$ cat src/rtl/alu_result_stage.sv
// ALU result stage: two-entry skid buffer between the ALU and write-back.
// Also owns the architectural flag register and a retired-entry counter.
module alu_result_stage #(
   parameter int DATA_W = 32,
   parameter int REG_W  = 5
) (
   input  logic              clk,
   input  logic              rst,
   input  logic              flush,
   input  logic              inValid,
   output logic              inReady,
   input  logic [DATA_W-1:0] result,
   input  logic              carryFlag,
   input  logic              signFlag,
   input  logic              zeroFlag,
   input  logic [REG_W-1:0]  dstReg,
   input  logic              regWrite,
   input  logic              flagWrite,
   output logic              outValid,
   input  logic              outReady,
   output logic [DATA_W-1:0] outResult,
   output logic [REG_W-1:0]  outDst,
   output logic              outRegWrite,
   output logic [2:0]        statusFlags,
   output logic [15:0]       retireCount
);

   typedef enum logic [1:0] {
      EMPTY = 2'd0,
      ONE   = 2'd1,
      FULL  = 2'd2
   } state_t;

   state_t state;

   logic              capture;
   logic              retire;

   logic [2:0]        headFlags;
   logic              headFlagWr;

   logic [DATA_W-1:0] skidResult;
   logic [REG_W-1:0]  skidDst;
   logic              skidRegWr;
   logic [2:0]        skidFlags;
   logic              skidFlagWr;

   // Handshakes; a flush cancels both sides in the same cycle
   assign capture = inValid && inReady && !flush;
   assign retire  = outValid && outReady && !flush;

   // Buffer FSM with registered handshake outputs and retire bookkeeping
   always_ff @(posedge clk or negedge rst) begin
      if (!rst) begin
         state       <= EMPTY;
         inReady     <= 1'b0;
         outValid    <= 1'b0;
         outResult   <= '0;
         outDst      <= '0;
         outRegWrite <= 1'b0;
         headFlags   <= 3'b000;
         headFlagWr  <= 1'b0;
         skidResult  <= '0;
         skidDst     <= '0;
         skidRegWr   <= 1'b0;
         skidFlags   <= 3'b000;
         skidFlagWr  <= 1'b0;
         statusFlags <= 3'b000;
         retireCount <= 16'd0;
      end else if (flush) begin
         state    <= EMPTY;
         inReady  <= 1'b1;
         outValid <= 1'b0;
      end else begin
         unique case (state)
            EMPTY: begin
               inReady <= 1'b1;
               if (capture) begin
                  outResult   <= result;
                  outDst      <= dstReg;
                  outRegWrite <= regWrite;
                  headFlags   <= {carryFlag, signFlag, zeroFlag};
                  headFlagWr  <= flagWrite;
                  state       <= ONE;
                  outValid    <= 1'b1;
               end
            end
            ONE: begin
               if (capture && retire) begin
                  outResult   <= result;
                  outDst      <= dstReg;
                  outRegWrite <= regWrite;
                  headFlags   <= {carryFlag, signFlag, zeroFlag};
                  headFlagWr  <= flagWrite;
               end else if (capture) begin
                  skidResult <= result;
                  skidDst    <= dstReg;
                  skidRegWr  <= regWrite;
                  skidFlags  <= {carryFlag, signFlag, zeroFlag};
                  skidFlagWr <= flagWrite;
                  state      <= FULL;
                  inReady    <= 1'b0;
               end else if (retire) begin
                  state    <= EMPTY;
                  outValid <= 1'b0;
               end
            end
            FULL: begin
               if (retire) begin
                  outResult   <= skidResult;
                  outDst      <= skidDst;
                  outRegWrite <= skidRegWr;
                  headFlags   <= skidFlags;
                  headFlagWr  <= skidFlagWr;
                  state       <= ONE;
                  inReady     <= 1'b1;
               end
            end
            default: begin
               state    <= EMPTY;
               inReady  <= 1'b1;
               outValid <= 1'b0;
            end
         endcase
         if (retire) begin
            retireCount <= retireCount + 16'd1;
            if (headFlagWr) begin
               statusFlags <= headFlags;
            end
         end
      end
   end

endmodule

$ cat config.mk
export PLATFORM = sky130hd
export DESIGN_NAME = alu_result_stage
export DESIGN_NICKNAME = d
export VERILOG_FILES = /design/src/rtl/alu_result_stage.sv
export SDC_FILE = /design/constraint.sdc
export NUM_CORES = 1
export LEC_CHECK = 0
export CORE_ASPECT_RATIO = 0.75
export CORE_UTILIZATION = 25
export DETAILED_ROUTE_END_ITERATION = 16
export GPL_TIMING_DRIVEN = 0
export HOLD_SLACK_MARGIN = 0.1
export MAX_ROUTING_LAYER = met4
export PLACE_DENSITY = 0.42
export SLEW_MARGIN = 20
export SYNTH_ARGS = -nofsm -noshare
export SYNTH_HDL_FRONTEND = slang
export SYNTH_SLANG_ARGS = --single-unit
export TNS_END_PERCENT = 1
$ cat constraint.sdc
create_clock -name clk -period 3.5 [get_ports clk]
set_clock_uncertainty 0.15 [all_clocks]
set_input_delay 0.525 -clock clk [delete_from_list [all_inputs] [get_ports clk]]
set_output_delay 0.525 -clock clk [all_outputs]
set_load 0.02 [all_outputs]
==> results.json <==
{
  "status": "complete, no violations",
  "stdcell_area_sq_um": 6580,
  "post-route-period-util_pct": 71.9,
  "setup_tns_ns": 0,
  "antenna_found_initial": 0,
  "worstMarginPinSlew_ns": 0.867,
  "setup_viol": 0,
  "critical_path_class": "in2reg",
  "dr.first_iter.drc_count": 98,
  "crit_chain": "clkdlybuf4s50_1 > nand2_1 > a211o_1 > a21oi_2 > buf_4 > mux2_2",
  "routed_via_density": 4.22,
  "finalWorstSetupSlack_ns": 0.983,
  "layout_commonest_cell": "dfrtp_1",
  "fillers": 1855,
  "cts_root_buffer": "clkbuf_16",
  "ys_types": 35,
  "place_ws_ns": 0.576,
  "synth.top_cell.area_share_pct": 54.6,
  "clk_latency_ns": 0.35,
  "max-vdd-ir-drop_mv": 0.242,
  "rr_worst_depth": 5,
  "drt_pass1_iterations": 6,
  "grt_usage_pct": 12.1,
  "finalCriticalPeriod_ns": 2.52,
  "cp_slowest_stage_delay_ns": 0.58,
  "clock-sinks": 107,
  "post_dp_cell_area_sq_um": 6280,
  "grt_pass1_vias": 3101,
  "cp-end-kind": "register",
  "start_util_pct": 26.0,
  "finalNetCount": 490,
  "syn_area_sq_um": 4900,
  "ant_nets": 0,
  "use_met3_pct": 3.19,
  "rsz0062_at_grt": "false",
  "ys_seq_area_share_pct": 54.6,
  "post-route-drc-count": 0,
  "synth_cells": 325,
  "r2r_start": "state[1]",
  "layout_common_cells": "dfrtp_1, clkdlybuf4s50_1, mux2_2",
  "use_met1_pct": 17.3,
  "grt_max_degree": 55,
  "avgSynthCellArea_sq_um": 15.1,
  "timing.fmax_mhz": 397,
  "antenna_cells": 0,
  "cts_setup_buffers": 0,
  "io_pins": 106,
  "finalPower_uw": 4190,
  "holdPathStages": 2,
  "grt_pass1_wl_mm": 17.6,
  "ys.flop_type": "dfrtp_1",
  "slew_headroom_pct": 41.6,
  "synthTopCellsByArea": "dfrtp_1, mux2_2, mux2_4",
  "slew_viol_final": 0,
  "power_density_nw_per_um2": 636,
  "areaGrowthSynthToFinish_pct": 34.2,
  "die_y_um": 123,
  "drv_cap": 0,
  "r2r_end": "outResult[8]",
  "synth-async-reset-ratio_pct": 100,
  "drive_above_1_share_pct": 36.5,
  "place.port_buffers": 104,
  "clockBufferDepth": 2,
  "routed_wl_mm": 11.1,
  "die-area_sq_um": 20200,
  "worst-endpoint-required_ns": 3.58,
  "crit_arrival_ns": 2.60,
  "grt_use_met2_pct": 16.4,
  "gp_congestion": 0.709,
  "crit_fanout": 10,
  "routedWlPerCell_um": 16.0,
  "cts-htree-levels": 3,
  "yosys_warnings": 0,
  "min_path_type": "in2reg",
  "ys_ff_latch": 107,
  "dp_hpwl_mm": 7.45,
  "core_area_sq_um": 18800,
  "fin_util_pct": 35.0,
  "row_count": 43,
  "die_w_um": 164,
  "hold_violations": 0,
  "cts_buffers": 9,
  "clk_pin_slew_ns": 0.07,
  "tritoncts": "built",
  "synth_edf_count": 0,
  "yosysTopAreaCell": "dfrtp_1",
  "gr-total-overflow": 0,
  "rrSetupSlack_ns": 1.12,
  "ctsResizeCount": 0,
  "critPathSlowestCell": "clkdlybuf4s50_1",
  "hold_path_startpoint": "flush",
  "holdPathEnd": "state[0]",
  "top_usage_layer": "met1",
  "vias": 2932,
  "p_leak_uw": 0.00288,
  "hold_buffers": 1,
  "synth_nets": 373,
  "cp-start-kind": "input port"
}
cells by family after synthesis:
logic type	share of synthesized area [%]
fa+ha+maj	0.255
simple gates	4.82
compound gates	1.40
flops	54.6
xor+xnor	2.68
buf+inv	3.32
mux	32.9
flip-flops by register name (all words and copies together), names as in the netlist:
register	cells
inReady	1
retireCount	16
skidResult	32
outDst	5
statusFlags	3
outResult	32
skidFlagWr	1
headFlags	3
state	2
skidDst	5
headFlagWr	1
skidRegWr	1
outRegWrite	1
skidFlags	3
outValid	1
layout make-up:
cell class / instances / area, sq um / area share, %
Tap cell: 247 / 309 / 4.70
Clock buffer: 11 / 253 / 3.84
Sequential cell: 107 / 2680 / 40.7
Multi-Input combinational cell: 199 / 2060 / 31.3
Clock inverter: 5 / 36.3 / 0.551
Buffer: 17 / 155 / 2.36
Inverter: 2 / 7.51 / 0.114
Timing Repair Buffer: 106 / 1080 / 16.4
power breakdown:
part	leakage [uW]	switching (uW)	total [uW]	internal [uW]
Clock	0.000146	479	1000	525
Combinational	0.00143	514	1330	812
Sequential	0.00131	228	1860	1630
critical path: cells and delay by family:
kind | cells | cell delay, ns
compound gates | 2 | 0.69
simple gates | 1 | 0.15
mux | 1 | 0.35
buf+inv | 2 | 0.88
routing by layer:
metal | vias to the layer above | wire, um
li1 | 1381 | -
met1 | 1462 | 5850
met2 | 82 | 4610
met3 | 7 | 540
met4 | 0 | 128
met5 | - | 0
synthesized netlist by cell type, types with 2 or more instances:
library cell / n
buf_4: 4
xor2_1: 9
nand3_1: 4
a21oi_1: 4
nand2_1: 16
buf_1: 4
nor3_1: 3
o21bai_1: 2
nor2_1: 7
dfrtp_1: 107
inv_1: 2
mux2_4: 40
xnor2_1: 6
mux2_1: 2
buf_2: 3
nand4_1: 3
buf_12: 4
mux2_2: 88
worst max path at each step:
stage,start,endpoint,slack [ns],cells after the start
global placement,rst,retireCount[4],-2.86,1
detailed placement,outReady,outResult[3],0.58,6
floorplan,flush,skidDst[0],1.45,5
finish,outReady,outResult[25],0.98,6
global route,outReady,outResult[25],0.86,6
CTS,outReady,outResult[25],0.95,6
metrics by stage:
stage | hold slack, ns | instances
after floorplan | 0.0794 | 325
after global placement | 0.313 | 676
after detailed placement | 0.319 | 677
after CTS | 0.278 | 694
after global routing | 0.285 | 694
final | 0.294 | 694
Note: power is estimated with default switching activity, not from simulation.
